==> src/rtl/sqrt_ctrl_pkg.sv <==
// Shared types and defaults for the square-root control FSM.
package sqrt_ctrl_pkg;

    localparam int unsigned ITER_W_DEF   = 9;
    localparam int unsigned MAX_ITER_DEF = 256;

    typedef enum logic [2:0] {
        IDLE     = 3'd0,
        INIT     = 3'd1,
        TEST     = 3'd2,
        UPD_ROOT = 3'd3,
        UPD_SQ   = 3'd4,
        DONE     = 3'd5,
        ERR      = 3'd6
    } state_e;

    typedef struct packed {
        logic boot;
        logic wr_square;
        logic wr_root;
        logic muxes;
    } strobe_t;

    // Datapath control strobes asserted while the FSM sits in a given state.
    function automatic strobe_t strobes_for(input state_e s);
        strobe_t st;
        st = '0;
        case (s)
            INIT: begin
                st.boot      = 1'b1;
                st.wr_square = 1'b1;
                st.wr_root   = 1'b1;
            end
            UPD_ROOT: begin
                st.wr_root = 1'b1;
                st.muxes   = 1'b1;
            end
            UPD_SQ: begin
                st.wr_square = 1'b1;
                st.muxes     = 1'b1;
            end
            default: st = '0;
        endcase
        return st;
    endfunction

endpackage

==> src/rtl/sqrt_ctrl_fsm.sv <==
// Control FSM for the iterative 16-bit square-root datapath.
// Optional watchdog abort enabled by defining SQRT_CTRL_WATCHDOG_EN.
module sqrt_ctrl_fsm
    import sqrt_ctrl_pkg::*;
#(
    parameter int unsigned ITER_W   = ITER_W_DEF,
    parameter int unsigned MAX_ITER = MAX_ITER_DEF
) (
    input  logic              clk,
    input  logic              rst,
    input  logic              start_i,
    input  logic              N_i,
    output logic              boot_o,
    output logic              wr_square_o,
    output logic              wr_root_o,
    output logic              muxes_o,
    output logic              busy_o,
    output logic              done_o,
    output logic [ITER_W-1:0] iter_o,
    output logic              error_o
);

    if (MAX_ITER >= (1 << ITER_W)) begin : g_cfg_check
        $error("sqrt_ctrl_fsm: ITER_W too narrow for MAX_ITER");
    end

    state_e            state_q, state_d;
    strobe_t           strobe_q, strobe_d;
    logic              busy_q, busy_d;
    logic              done_q, done_d;
    logic [ITER_W-1:0] iter_q, iter_d;

`ifdef SQRT_CTRL_WATCHDOG_EN
    localparam logic [ITER_W-1:0] ITER_LAST = ITER_W'(MAX_ITER - 1);
    logic error_q, error_d;
`endif

    // Next state and iteration count; outputs are decoded from the next state
    // so the registered strobes line up with the registered state.
    always_comb begin
        state_d = state_q;
        iter_d  = iter_q;
`ifdef SQRT_CTRL_WATCHDOG_EN
        error_d = error_q;
`endif
        case (state_q)
            IDLE: begin
                if (start_i) begin
                    state_d = INIT;
                    iter_d  = '0;
`ifdef SQRT_CTRL_WATCHDOG_EN
                    error_d = 1'b0;
`endif
                end
            end
            INIT:     state_d = TEST;
            TEST:     state_d = N_i ? DONE : UPD_ROOT;
            UPD_ROOT: state_d = UPD_SQ;
            UPD_SQ: begin
                iter_d  = iter_q + ITER_W'(1);
                state_d = TEST;
`ifdef SQRT_CTRL_WATCHDOG_EN
                if (iter_q == ITER_LAST) begin
                    state_d = ERR;
                    error_d = 1'b1;
                end
`endif
            end
            DONE:     state_d = IDLE;
            default:  state_d = IDLE;
        endcase

        strobe_d = strobes_for(state_d);
        busy_d   = (state_d != IDLE);
        done_d   = (state_d == DONE) || (state_d == ERR);
    end

    always_ff @(posedge clk) begin
        if (rst) begin
            state_q  <= IDLE;
            strobe_q <= '0;
            busy_q   <= 1'b0;
            done_q   <= 1'b0;
            iter_q   <= '0;
`ifdef SQRT_CTRL_WATCHDOG_EN
            error_q  <= 1'b0;
`endif
        end else begin
            state_q  <= state_d;
            strobe_q <= strobe_d;
            busy_q   <= busy_d;
            done_q   <= done_d;
            iter_q   <= iter_d;
`ifdef SQRT_CTRL_WATCHDOG_EN
            error_q  <= error_d;
`endif
        end
    end

    assign boot_o      = strobe_q.boot;
    assign wr_square_o = strobe_q.wr_square;
    assign wr_root_o   = strobe_q.wr_root;
    assign muxes_o     = strobe_q.muxes;
    assign busy_o      = busy_q;
    assign done_o      = done_q;
    assign iter_o      = iter_q;

`ifdef SQRT_CTRL_WATCHDOG_EN
    assign error_o = error_q;
`else
    assign error_o = 1'b0;
`endif

endmodule

==> config.mk <==
export PLATFORM = sky130hd
export DESIGN_NAME = sqrt_ctrl_fsm
export DESIGN_NICKNAME = d
export VERILOG_FILES = /design/src/rtl/sqrt_ctrl_pkg.sv /design/src/rtl/sqrt_ctrl_fsm.sv
export SDC_FILE = /design/constraint.sdc
export NUM_CORES = 1
export LEC_CHECK = 0
export CORE_MARGIN = 2
export CORE_UTILIZATION = 47
export CTS_CLUSTER_DIAMETER = 30
export DETAILED_ROUTE_END_ITERATION = 10
export PLACE_DENSITY = 0.88
export SETUP_SLACK_MARGIN = 0.3
export SYNTH_ARGS = -nofsm -noshare
export SYNTH_HDL_FRONTEND = slang
export SYNTH_SLANG_ARGS = --single-unit
export TNS_END_PERCENT = 1
==> constraint.sdc <==
create_clock -name clk -period 1.5 [get_ports clk]
set_input_delay 0.375 -clock clk [delete_from_list [all_inputs] [get_ports clk]]
set_output_delay 0.375 -clock clk [all_outputs]
set_load 0.1 [all_outputs]
# After elaboration in Yosys (flattened, before gate mapping)
# Cells that the tools add are included.
dict set report op_classes {
  n_addsub 1
  eq_ne 10
  muxes 9
  reduce_logical 9
}
# cell count
set ops {}
lappend ops {{one-hot mux 9 bit (2 select lines)} 1}
lappend ops {{equality test 3 bit (second input constant)} 4}
lappend ops {{one-hot mux 3 bit (4 select lines)} 1}
lappend ops {{adder 9 x 1 -> 9 bit (second input constant)} 1}
lappend ops {{equality test 3 x 2 -> 1 bit (second input constant)} 3}
lappend ops {{2-to-1 mux 9 bit} 1}
lappend ops {{OR reduction 2 bit} 4}
lappend ops {{equality test 3 x 1 -> 1 bit (second input constant)} 2}
lappend ops {{2-to-1 mux 3 bit} 2}
lappend ops {{2-to-1 mux 1 bit} 4}
lappend ops {{zero test 3 bit} 1}
lappend ops {{nonzero test 3 bit} 1}
lappend ops {{inequality test 2 bit (second input constant)} 1}
lappend ops {{AND reduction 2 bit} 1}
lappend ops {{nonzero test 2 bit} 1}
lappend ops {{logical OR 1 bit} 1}
dict set report word_totals {
  ff_bits 18
  input_bits 4
  output_inout_bits 16
  elab_cells 37
}

# Logic depth before layout (Yosys ltp)
dict set report depth {
  word_depth 6
  mapped_depth 4
  ltp_nobuf 4
}

# Least setup slack after synthesis
# OpenSTA, ideal clock, no wires.
dict set report synth_timing {
  path_kind {reg2reg}
  start {reg iter_q[0], in the netlist iter_o[0]}
  end {reg iter_q[8], in the netlist iter_o[8]}
  setup_time_ps 121
  arrival_ps 1981
  t_required_ps 1379
  path_slack_ps -602
  stages_incl_launch_ff 5
  n_path_buf 0
  period_less_slack_ps 2102
  path_cell_list {dfxtp_1 ha_1 and3_1 nand4_1 mux2_4}
}
dict set report synth_between {
  elab_chain_cells 2
}
# element line_no
set synth_rtl {}
lappend synth_rtl {{start, declared} sqrt_ctrl_fsm.sv:31} ;# logic [ITER_W-1:0] iter_q, iter_d;
lappend synth_rtl {{start signal, assigned} sqrt_ctrl_fsm.sv:93} ;# iter_q <= iter_d;
lappend synth_rtl {{adder 9 x 1 -> 9 bit} sqrt_ctrl_fsm.sv:60} ;# iter_d = iter_q + ITER_W'(1);
lappend synth_rtl {{one-hot mux 9 bit (2 select lines)} sqrt_ctrl_fsm.sv:46} ;# case (state_q)
# Every way passes these cells.
# A chain may end at the register's enable or synchronous reset.

# Worst setup path after layout
dict set report layout_timing {
  start {reg state_q[0]}
  end {reg iter_q[8], in the netlist iter_o[8]}
}
dict set report layout_between {
  elab_chain_cells 3
  word_cells_on_any_way 6
  cone_classes {eq/ne: 2; mux: 1; reduce/logical: 3}
}
# element line_no
set layout_rtl {}
lappend layout_rtl {{start, declared} sqrt_ctrl_fsm.sv:27} ;# state_e state_q, state_d;
lappend layout_rtl {{start signal, assigned} sqrt_ctrl_fsm.sv:89} ;# state_q <= state_d;
lappend layout_rtl {{equality test 3 bit or zero test 3 bit (tied branches)} sqrt_ctrl_fsm.sv:46}
lappend layout_rtl {{nonzero test 2 bit (no line) or inequality test 2 bit (tied branches)} n/a}
lappend layout_rtl {{AND reduction 2 bit (no line)} n/a}
# Parallel ways exist; a longest one is shown, timed or not.

==> tab_implementation.tex <==
\begin{tabular}{lr}
\hline
Metric & Value \\
\hline
\multicolumn{2}{l}{\textbf{Clock tree}} \\
\quad CTS Buf Count & 3 \\
\quad Worst-skew pair later-pin latency & roughly 0.29 ns \\
\quad Clock tree from TritonCTS & built \\
\quad H-Tree Depth & 1 \\
\quad Bufs on Longest Clock Path & 2 \\
\quad Root cell of the clock tree & sky130\_fd\_sc\_hd\_\_clkbuf\_4 \\
\quad Clock edge transition at the registers on the reported setup and hold paths & 0.11 ns \\
\quad Sink count of the clock tree & 18 \\
\quad Number of hold buffers added after CTS & 0 \\
\multicolumn{2}{l}{\textbf{Layout}} \\
\quad Layout cells sized above 1 & a little over 40\% \\
\quad Nets@finish & 119 \\
\quad N\_diodes & 0 \\
\quad Post-synthesis to final-layout area growth & 58.4\% \\
\quad Filler cell count in the final layout & roughly 110 \\
\multicolumn{2}{l}{\textbf{Floorplanning}} \\
\quad Die Span Y & $\sim$46 µm \\
\quad Total Die Area & around 0.0021 mm² \\
\quad Starting Density & between 40\% and 50\% \\
\quad Number of rows in the core area & 15 \\
\quad Number of ports placed on the die boundary & 20 \\
\quad Standard cell core area & 0.00169 mm² \\
\quad Die outline width & between 40 and 50 µm \\
\multicolumn{2}{l}{\textbf{Synth}} \\
\quad Sequential area share after synthesis & roughly 44\% \\
\quad Biggest area contributors in the synthesized netlist & sky130\_fd\_sc\_hd\_\_dfxtp\_1 44\%, sky130\_fd\_sc\_hd\_\_mux2\_4 5.5\%, sky130\_fd\_sc\_hd\_\_nor2\_1 4.6\%, sky130\_fd\_sc\_hd\_\_a311oi\_1 3.2\%, sky130\_fd\_sc\_hd\_\_and3b\_1 3.2\% \\
\quad Most instantiated flip-flop cell in the synthesis netlist & sky130\_fd\_sc\_hd\_\_dfxtp\_1 \\
\quad Cell area after synthesis & $\sim$820 µm² \\
\quad Area share of the largest cell type after synthesis & roughly 44\% \\
\quad Number of synthesized flops with an enable pin & 0 \\
\quad Largest area contributor in the netlist & sky130\_fd\_sc\_hd\_\_dfxtp\_1 \\
\quad Syn nets & just over 90 \\
\quad Seq cells post-synth & 18 \\
\quad Avg Inst Size Synth & around 9.4 µm² \\
\quad Synth Instances & 87 \\
\quad Fraction of synthesis flops using an asynchronous set or reset pin & 0\% \\
\quad Post-synthesis cell type count & 36 \\
\quad Number of synthesis warnings & 0 \\
\multicolumn{2}{l}{\textbf{STA}} \\
\quad Final Worst Setup Slack & 0.0970 ns \\
\quad Final Critical Period & $\sim$1.4 ns \\
\quad Final critical-path share of the clock period & between 90\% and 100\% \\
\quad Min Hold Slack & 0.512 ns \\
\quad Clk\_skew & 0.00428 ns \\
\quad Count of final hold-check violations & 0 \\
\quad Final Setup Violations & 0 \\
\quad Rel. slew slack & a little under two thirds \\
\quad Final max-slew violation count & 0 \\
\quad Worst-Margin Slew & between 0.5 and 0.6 ns \\
\quad Highest Clock Rate & 713 MHz \\
\quad Fin Setup TNS & 0 ns \\
\quad RSZ-0062 raised after global routing & yes \\
\multicolumn{2}{l}{\textbf{Placement}} \\
\quad Worst setup slack after placement & -0.383 ns \\
\quad HPWL after detailed placement & 1.40 mm \\
\quad Number of buffers added on ports & 18 \\
\quad Final GP Congestion & around 0.86 \\
\multicolumn{2}{l}{\textbf{Status}} \\
\quad Status & finished, final reports clean \\
\multicolumn{2}{l}{\textbf{Setup path}} \\
\quad Endpoint class of the critical path & flip-flop \\
\quad Worst Path Max Fanout & 3 \\
\quad Element type at the critical path start & flip-flop \\
\quad Kind of critical path & flip-flop to flip-flop \\
\quad Critical path data arrival time & about 1.6 ns \\
\quad Worst path required time & between 1.5 and 2 ns \\
\multicolumn{2}{l}{\textbf{Routing}} \\
\quad Detailed-route DRC error count & 0 \\
\quad Average wire per standard cell & approximately 15 µm \\
\quad Iteration-0 DRC count of the detailed router & 24 \\
\quad Total wire length & 2.00 mm \\
\quad Detail Route Antenna Nets & 0 \\
\quad Number of optimization iterations in the first detailed-route pass & 4 \\
\quad Vias post-DR & about 760 \\
\quad Ratio of routed vias to standard cells & between 5 and 6 \\
\multicolumn{2}{l}{\textbf{Pwr}} \\
\quad Share of total power in sequential cells & $\sim$46\% \\
\quad Switching Power & $\sim$360 µW \\
\quad Leakage dissipation & 0.000525 µW \\
\quad Switching share of power & 32.4\% \\
\quad Maximum vdd drop & a little under 0.7 mV \\
\quad P per Cell Area & 847 mW/mm² \\
\quad Logic gate share of total power & around 27\% \\
\quad Internal power & 745 µW \\
\quad Relative contribution of the clock network to total power & a little over a quarter \\
\multicolumn{2}{l}{\textbf{Hold path}} \\
\quad Hold/Removal Path Class & flip-flop to flip-flop \\
\multicolumn{2}{l}{\textbf{Global route}} \\
\quad Via count of the first global-routing pass & 697 \\
\quad Initial antenna violation count & 0 \\
\quad Total routing usage reported by global routing & about a fifth \\
\quad GRT Residual Overflow & 0 \\
\quad Global-route wire length before repair & approximately 3 mm \\
\quad Maximum number of pins on one net before global-route repair & 13 \\
\multicolumn{2}{l}{\textbf{Flow run}} \\
\quad Max-cap check violation count & 0 \\
\hline
\end{tabular}
-- Yosys cell counts, types with 2 or more instances --
library cell               number
sky130_fd_sc_hd__mux2_4         3
sky130_fd_sc_hd__nand4_1        2
sky130_fd_sc_hd__nand2_1        5
sky130_fd_sc_hd__nor3_1         3
sky130_fd_sc_hd__a311oi_1       3
sky130_fd_sc_hd__and2_1         2
sky130_fd_sc_hd__o31ai_1        2
sky130_fd_sc_hd__inv_1          2
sky130_fd_sc_hd__and3b_1        3
sky130_fd_sc_hd__nor3b_1        2
sky130_fd_sc_hd__a21oi_1        5
sky130_fd_sc_hd__and3_1         2
sky130_fd_sc_hd__dfxtp_1       18
sky130_fd_sc_hd__nor2_1        10
sky130_fd_sc_hd__clkbuf_1       2
sky130_fd_sc_hd__nand3_1        3
-- critical path, cell delays in order (launching register included) --
cell and delay [ns]:
sky130_fd_sc_hd__dfxtp_2 0.34, sky130_fd_sc_hd__or4b_4 0.53, sky130_fd_sc_hd__and3b_1 0.18, sky130_fd_sc_hd__mux2_4 0.25
-- cell families (layout without fill, tap and decap cells) --
logic type,after synthesis,in the layout,share of synthesized area (%)
AO/OA/AOI/OAI,17,17,14.5
XOR/XNOR,1,1,1.07
adder cells (fa/ha/maj),1,1,1.52
buffers and inverters,7,33,4.72
flip-flops,18,18,43.8
multiplexers,3,3,5.48
other,1,1,0.456
AND/OR/NAND/NOR,39,39,28.5
-- metrics by stage --
stage / cells / utilization [%] / cell area (µm²) / total power [µW]
2_1_floorplan: 87 / - / 865 / 700
3_3_place_gp: 124 / 73.3 / 1240 / 800
3_5_place_dp: 124 / 73.3 / 1240 / 807
4_1_cts: 129 / 76.0 / 1280 / 1100
5_1_grt: 130 / 77.1 / 1300 / 1150
6_report: 130 / 77.1 / 1300 / 1100
-- metal layers --
metal	track usage (%)	up-vias	share of wire [%]
met4	10.3	0	0.85
met2	31.3	27	51
met5	0	-	0
met1	26.7	360	43
met3	5.16	2	4.4
li1	-	372	-
-- timing repair --
action                     in CTS  in global routing
pin swaps                       1                  4
setup endpoints to repair      26                 29
resized for setup               3                  3
buffers inserted                1                  1
-- power by group through the flow --
stage | sequential, µW | combinational [µW] | clock (µW)
after floorplan | 617 | 83.5 | 0
after global placement | 517 | 283 | 0
after detailed placement | 519 | 288 | 0
after CTS | 505 | 292 | 307
after global routing | 508 | 312 | 328
final | 506 | 299 | 298
-- layout by cell type (no fill, tap or decap), drive strengths merged, types with 2 or more instances in the layout --
cell,instances
and3b,3
clkdlybuf4s50,2
a311oi,3
and3,2
nor3b,3
buf,24
nand2,5
dfxtp,18
and2,2
nand4,2
clkbuf,4
nand3,3
nor3,3
o31ai,2
inv,2
mux2,3
a21oi,5
nor2,10
-- flip-flops by register name (all words and copies together), names as in the netlist --
| register | cells |
|---|---|
| wr_root_o | 1 |
| muxes_o | 1 |
| wr_square_o | 1 |
| boot_o | 1 |
| state_q | 3 |
| done_o | 1 |
| busy_o | 1 |
| iter_o | 9 |
-- cell type report --
type | count | area [µm²] | share of cell area (%)
multi-input cells | 62 | 447 | 34.3
flip-flops and latches | 18 | 390 | 30.0
inverters | 2 | 7.51 | 0.576
clock buffers | 4 | 36.3 | 2.79
well taps | 17 | 21.3 | 1.63
repair buffers | 27 | 400 | 30.7
-- path summary, 6_finish.rpt --
path | startpoint | to | slack (ns) | cells after the start
max | state_q[0]$_SDFF_PP0_ | iter_o[8]$_SDFFE_PP0P_ | 0.1 | 3
min | iter_o[4]$_SDFFE_PP0P_ | iter_o[4]$_SDFFE_PP0P_ | 0.51 | 1
max reg2reg | state_q[0]$_SDFF_PP0_ | iter_o[8]$_SDFFE_PP0P_ | 0.1 | 3
min reg2reg | iter_o[4]$_SDFFE_PP0P_ | iter_o[4]$_SDFFE_PP0P_ | 0.51 | 1
No activity file was read; power rests on OpenSTA's default activity.
